**src/rtl/execute_stage.sv**
```systemverilog
// MIPS-style execute stage: ALU, branch target, destination select, registered EX/MEM outputs.
// Optional iterative multiply/divide unit with HI/LO is enabled by defining EXECUTE_MULDIV_EN.
module execute_stage (
    input  logic        clk,
    input  logic        rst,
    input  logic [31:0] rdData1,
    input  logic [31:0] rdData2,
    input  logic [31:0] imm,
    input  logic [8:0]  control,
    input  logic [31:0] PCnextID,
    input  logic [4:0]  rtField,
    input  logic [4:0]  rdField,
    output logic [31:0] aluResult,
    output logic [31:0] storeData,
    output logic [31:0] branchTarget,
    output logic        zero,
    output logic [4:0]  wRegEX,
    output logic [4:0]  controlEX,
    output logic        stall
);
    logic [31:0] opb, alu_res, hi_rd, lo_rd;
    logic [5:0]  funct;
    logic [1:0]  aluop;
    logic        is_md, busy;
    logic [31:0] alu_d, st_d, br_d;
    logic        zero_d;
    logic [4:0]  wreg_d, ctl_d;

    always_comb begin
        opb   = control[5] ? imm : rdData2;
        funct = imm[5:0];
        aluop = control[7:6];
        is_md = (aluop == 2'b10) && (funct[5:2] == 4'b0110);
        alu_res = rdData1 + opb;
        if (aluop == 2'b01) begin
            alu_res = rdData1 - opb;
        end else if (aluop == 2'b10) begin
            case (funct)
                6'b100010: alu_res = rdData1 - opb;
                6'b100100: alu_res = rdData1 & opb;
                6'b100101: alu_res = rdData1 | opb;
                6'b100111: alu_res = ~(rdData1 | opb);
                6'b101010: alu_res = {31'd0, $signed(rdData1) < $signed(opb)};
                6'b101011: alu_res = {31'd0, rdData1 < opb};
                6'b010000: alu_res = hi_rd;
                6'b010010: alu_res = lo_rd;
                default:   alu_res = rdData1 + opb;
            endcase
        end
    end

`ifdef EXECUTE_MULDIV_EN
    typedef enum logic {IDLE, BUSY} state_t;
    state_t      state_q, state_d;
    logic [4:0]  cnt_q, cnt_d;
    logic [63:0] acc_q, acc_d, acc_step, prod_fix;
    logic [31:0] b_q, b_d, hi_q, hi_d, lo_q, lo_d;
    logic        isdiv_q, isdiv_d, negp_q, negp_d, negr_q, negr_d;
    logic [32:0] sum33, shl33;
    logic        sa, sb;
    logic [31:0] mag_a, mag_b;

    // acc holds {partial product, multiplier} for mult, {remainder, quotient} for div
    always_comb begin
        sum33 = {1'b0, acc_q[63:32]} + (acc_q[0] ? {1'b0, b_q} : 33'd0);
        shl33 = acc_q[63:31];
        if (!isdiv_q)
            acc_step = {sum33, acc_q[31:1]};
        else if (shl33 >= {1'b0, b_q})
            acc_step = {32'(shl33 - {1'b0, b_q}), acc_q[30:0], 1'b1};
        else
            acc_step = {shl33[31:0], acc_q[30:0], 1'b0};
        prod_fix = negp_q ? -acc_step : acc_step;
    end

    always_comb begin
        sa    = ~funct[0] & rdData1[31];
        sb    = ~funct[0] & opb[31];
        mag_a = sa ? -rdData1 : rdData1;
        mag_b = sb ? -opb : opb;
        state_d = state_q;
        cnt_d   = cnt_q;
        acc_d   = acc_q;
        b_d     = b_q;
        isdiv_d = isdiv_q;
        negp_d  = negp_q;
        negr_d  = negr_q;
        hi_d    = hi_q;
        lo_d    = lo_q;
        case (state_q)
            IDLE: if (is_md) begin
                state_d = BUSY;
                cnt_d   = 5'd0;
                acc_d   = {32'd0, mag_a};
                b_d     = mag_b;
                isdiv_d = funct[1];
                // divide by zero keeps the all-ones quotient unsigned
                negp_d  = (sa ^ sb) && !(funct[1] && mag_b == 32'd0);
                negr_d  = sa;
            end
            BUSY: begin
                cnt_d = cnt_q + 5'd1;
                acc_d = acc_step;
                if (cnt_q == 5'd31) begin
                    state_d = IDLE;
                    if (isdiv_q) begin
                        lo_d = negp_q ? -acc_step[31:0] : acc_step[31:0];
                        hi_d = negr_q ? -acc_step[63:32] : acc_step[63:32];
                    end else begin
                        lo_d = prod_fix[31:0];
                        hi_d = prod_fix[63:32];
                    end
                end
            end
            default: state_d = IDLE;
        endcase
    end

    always_ff @(posedge clk) begin
        if (rst) begin
            state_q <= IDLE;
            cnt_q   <= 5'd0;
            acc_q   <= 64'd0;
            b_q     <= 32'd0;
            isdiv_q <= 1'b0;
            negp_q  <= 1'b0;
            negr_q  <= 1'b0;
            hi_q    <= 32'd0;
            lo_q    <= 32'd0;
        end else begin
            state_q <= state_d;
            cnt_q   <= cnt_d;
            acc_q   <= acc_d;
            b_q     <= b_d;
            isdiv_q <= isdiv_d;
            negp_q  <= negp_d;
            negr_q  <= negr_d;
            hi_q    <= hi_d;
            lo_q    <= lo_d;
        end
    end

    assign busy  = (state_q == BUSY);
    assign hi_rd = hi_q;
    assign lo_rd = lo_q;
`else
    assign busy  = 1'b0;
    assign hi_rd = 32'd0;
    assign lo_rd = 32'd0;
`endif

    assign stall = busy;

    always_comb begin
        alu_d  = alu_res;
        zero_d = (alu_res == 32'd0);
        st_d   = rdData2;
        br_d   = PCnextID + {imm[29:0], 2'b00};
        wreg_d = control[8] ? rdField : rtField;
        ctl_d  = control[4:0];
        if (busy) begin
            alu_d  = 32'd0;
            zero_d = 1'b0;
            st_d   = 32'd0;
            br_d   = 32'd0;
            wreg_d = 5'd0;
            ctl_d  = 5'd0;
        end else if (is_md) begin
`ifdef EXECUTE_MULDIV_EN
            alu_d    = 32'd0;
            zero_d   = 1'b1;
            ctl_d[1] = 1'b0;
`else
            alu_d  = 32'd0;
            zero_d = 1'b0;
            st_d   = 32'd0;
            br_d   = 32'd0;
            wreg_d = 5'd0;
            ctl_d  = 5'd0;
`endif
        end
    end

    always_ff @(posedge clk) begin
        if (rst) begin
            aluResult    <= 32'd0;
            storeData    <= 32'd0;
            branchTarget <= 32'd0;
            zero         <= 1'b0;
            wRegEX       <= 5'd0;
            controlEX    <= 5'd0;
        end else begin
            aluResult    <= alu_d;
            storeData    <= st_d;
            branchTarget <= br_d;
            zero         <= zero_d;
            wRegEX       <= wreg_d;
            controlEX    <= ctl_d;
        end
    end
endmodule

```
**config.mk**
```make
export PLATFORM = sky130hd
export DESIGN_NAME = execute_stage
export DESIGN_NICKNAME = d
export VERILOG_FILES = /design/src/rtl/execute_stage.sv
export SDC_FILE = /design/constraint.sdc
export NUM_CORES = 1
export LEC_CHECK = 0
export ABC_AREA = 1
export CAP_MARGIN = 30
export CORE_ASPECT_RATIO = 1.1
export CORE_MARGIN = 5
export CORE_UTILIZATION = 25
export DETAILED_ROUTE_END_ITERATION = 7
export PLACE_DENSITY_LB_ADDON = 0.25
export SYNTH_ARGS = -nofsm -noshare
export SYNTH_HDL_FRONTEND = slang
export SYNTH_SLANG_ARGS = --single-unit
```
**constraint.sdc**
```tcl
create_clock -name clk -period 3.3 [get_ports clk]
set_input_delay 0.66 -clock clk [delete_from_list [all_inputs] [get_ports clk]]
set_output_delay 0.66 -clock clk [all_outputs]
set_load 0.02 [all_outputs]
```
==> results_tabular.tex <==
\begin{tabular}{lr}
\hline
Metric & Value \\
\hline
\multicolumn{2}{l}{\textbf{Synthesis}} \\
\quad Asr flop ratio synth & 0\% \\
\quad Leading area contributor after synthesis & dfxtp\_1 \\
\quad Flop and latch count out of synthesis & 107 \\
\quad Synthesized netlist cell count & 2,051 \\
\quad Post-synth top area share & 18.1\% \\
\quad Synth Flop Type & dfxtp\_1 \\
\quad Synth warn & 0 \\
\quad Mapped Nets & 2,329 \\
\quad Number of enable flip-flop cells after synthesis & 0 \\
\quad Combined area of all synthesized cells & 0.0118 mm\^{}2 \\
\quad Part of the Yosys area used for sequential elements & 18.1\% \\
\quad Largest cells by area after synthesis & dfxtp\_1 (18\%), nand2\_1 (18\%), ha\_1 (13\%) \\
\quad Number of distinct library cells after synthesis & 56 \\
\quad Post-synthesis area per instance & 5.78 um\^{}2 \\
\multicolumn{2}{l}{\textbf{GRT}} \\
\quad First-pass GRT wire length & 84.4 mm \\
\quad Number of antenna violations at the first check in global routing & 1 \\
\quad Pin count of the biggest net entering global routing & 89 \\
\quad Sum of overflow across all layers after global routing & 0 \\
\quad Via count of the first global-routing pass & 14,992 \\
\quad Combined global-route utilization of all metal layers & 21.0\% \\
\multicolumn{2}{l}{\textbf{Clock network}} \\
\quad CTS root buffer & clkbuf\_16 \\
\quad H-tree depth & 3 \\
\quad Clock slew at the register clock pins of the worst setup and hold paths & 90 ps \\
\quad Number of sinks on the clock net & 107 \\
\quad Buffer depth of the longest clock path & 2 \\
\quad Count of hold-fix buffers inserted at cts & 0 \\
\quad Clock tree from TritonCTS & done \\
\quad TritonCTS buffer count & 9 \\
\multicolumn{2}{l}{\textbf{STA}} \\
\quad Count of endpoints failing setup in the final report & 0 \\
\quad Max-Slew Margin vs Limit & 54.0\% \\
\quad Post-route clock period utilization & 95.6\% \\
\quad Hold Vio Cnt, Final & 0 \\
\quad Final Slew Violations & 0 \\
\quad Worst Setup Slack, final & 146 ps \\
\quad Final min period & 3150 ps \\
\quad Transition at the pin with the smallest max-transition slack & 691 ps \\
\quad Top achievable clock speed & 317 MHz \\
\quad Hold slack final & 536 ps \\
\multicolumn{2}{l}{\textbf{Final layout}} \\
\quad Commonest cells after routing, fill and taps aside & nand2\_1 (480), buf\_4 (476), inv\_1 (345) \\
\quad Register cell area after layout & 0.00214 mm\^{}2 \\
\quad Fraction of layout cells with a size suffix above 1 & 32.0\% \\
\quad Synth-to-layout area growth & 77.1\% \\
\quad Total area of multi-input combinational cells & 0.00962 mm\^{}2 \\
\quad Post-layout instance area & 0.0210 mm\^{}2 \\
\quad Count of filler cells inserted in the layout & 4,898 \\
\quad Number of inserted diodes & 0 \\
\quad Post-layout nets & 3,035 \\
\quad Commonest non-fill, non-tap cell in the layout & nand2\_1 \\
\multicolumn{2}{l}{\textbf{Placement}} \\
\quad Placed inst area & 0.0185 mm\^{}2 \\
\quad Worst slack, placed & -875 ps \\
\quad Sum of net half-perimeters after detailed placement & 47.8 mm \\
\quad Gp weighted congestion & 0.950 \\
\quad \# port buffers & 255 \\
\multicolumn{2}{l}{\textbf{Pwr}} \\
\quad Leakage component of the power & 10.5 nW \\
\quad Max rail drop VDD & 323 uV \\
\quad Power per Cell Area & 318 mW/mm\^{}2 \\
\multicolumn{2}{l}{\textbf{Critical path}} \\
\quad Peak fanout along the critical path & 7 \\
\quad Worst Path Class, Setup & input pin to flop \\
\quad Biggest cell delay along the critical path & 340 ps \\
\quad Crit path required time & 3640 ps \\
\quad Kind of end point of the critical path & flop \\
\quad Nature of the critical path startpoint & input pin \\
\quad Largest delay share family, worst path & simple AND/OR/NAND/NOR gates \\
\quad Buffers and inverters on the worst path & 7 \\
\quad Worst path slowest cell & ha\_4 \\
\quad Crit path DAT & 3490 ps \\
\multicolumn{2}{l}{\textbf{Floorplan}} \\
\quad Die extent in x & 218 um \\
\quad Top-level I/O count & 257 \\
\quad Vertical die dimension & 238 um \\
\quad Area of the die & 0.0519 mm\^{}2 \\
\quad Area of the core & 0.0468 mm\^{}2 \\
\quad Initial standard-cell utilization of the core & 25.3\% \\
\quad Row cnt & 83 \\
\multicolumn{2}{l}{\textbf{Route}} \\
\quad Drt drc & 0 \\
\quad Violation count after the first detailed-route iteration & 825 \\
\quad Final ANT Viol Nets & 0 \\
\quad Detailed-route vias per instance & 4.52 \\
\quad Total vias in the final route & 15,361 \\
\quad Detailed-route wire length per cell & 17.0 um \\
\quad Total detailed-routing wirelength & 57.7 mm \\
\quad DRT Pass-1 Iters & 5 \\
\multicolumn{2}{l}{\textbf{Run}} \\
\quad Number of max-capacitance violations reported & 0 \\
\multicolumn{2}{l}{\textbf{Worst hold path}} \\
\quad Type of the worst min-delay path & input pin to flop \\
\multicolumn{2}{l}{\textbf{Run status}} \\
\quad Result of the run & complete, no violations \\
\hline
\end{tabular}
power by group:
group	switching, mW	internal, mW
Sequential	0.0333	1.42
Clock	0.607	0.672
Combinational	2.09	1.85
state kept, by name (all words and copies together), names as in the netlist:
| signal | flops |
|---|---|
| branchTarget | 32 |
| aluResult | 32 |
| storeData | 32 |
| wRegEX | 5 |
| zero | 1 |
| controlEX | 5 |
final timing paths:
check                     endpoint        from  slack, ps  depth (start not counted)
worst max-delay path          zero  control[5]        150                         25
worst min-delay path  storeData[0]  rdData2[0]        540                          3
what timing repair did:
item	CTS	global route
pin swaps	25	108
setup endpoints to repair	4	14
gates resized for setup	114	363
buffers inserted	10	24
gates cloned	0	6
cells by family after synthesis:
logic type | Yosys count | share of synthesized area, %
other | 1 | 0.0316
buffers and inverters | 443 | 14.8
xor gates and xnor gates | 12 | 0.887
AOI/OAI and AO/OA | 338 | 15.7
and+or+nand+nor | 1021 | 36.6
adders and majority gates | 129 | 13.8
DFF | 107 | 18.1
metal layers:
layer / GRT usage, % / wire length, um / up-vias / part of all wire (%)
li1: - / - / 7866 / -
met1: 26.1 / 24700 / 7075 / 43
met2: 36.1 / 27700 / 352 / 48
met3: 4.00 / 3250 / 68 / 5.6
met4: 7.74 / 2010 / 0 / 3.5
met5: 0 / 0 / - / 0
through the flow:
| step | setup TNS [ps] | instances | utilization, % | power, mW |
|---|---|---|---|---|
| after floorplan | 0 | 2051 | - | 3.04 |
| after global placement | -10490 | 3344 | 39.6 | 4.83 |
| after detailed placement | -12170 | 3344 | 39.6 | 4.86 |
| after CTS | 0 | 3369 | 41.1 | 6.29 |
| after global routing | -51.1 | 3398 | 44.8 | 7.10 |
| final | 0 | 3398 | 44.8 | 6.67 |
cells in the mapped netlist (2+ instances only):
master / count
and2_1: 6
clkinv_1: 4
o21ai_0: 118
xor2_1: 10
a22o_1: 2
a21boi_1: 2
clkbuf_1: 22
o21ai_2: 3
nand2_1: 564
nor2_4: 4
nor3_2: 3
buf_4: 5
xnor2_1: 2
and3_1: 6
nand3_1: 152
nand3_2: 5
dfxtp_1: 107
a211oi_1: 8
nand2_2: 5
buf_2: 30
nor2_1: 201
fa_1: 3
nor4_1: 3
o21a_1: 9
nor2_2: 20
o21ai_1: 10
buf_1: 2
o22ai_1: 4
a31oi_1: 6
o211ai_1: 2
o21bai_1: 9
inv_1: 361
or2_0: 2
nor3_1: 17
o2111a_1: 4
inv_2: 13
nand3b_1: 4
ha_1: 126
buf_6: 5
nand4_1: 26
a21oi_1: 151
final cells by class:
class                   count  area share (%)
inverters                 378            6.77
repair buffers            760            31.8
clock inverters             6           0.453
clock buffers               9            1.07
flip-flops and latches    107            10.2
well taps                 637            3.80
multi-input cells        1501            45.8
Note: power is estimated with default switching activity, not from simulation.
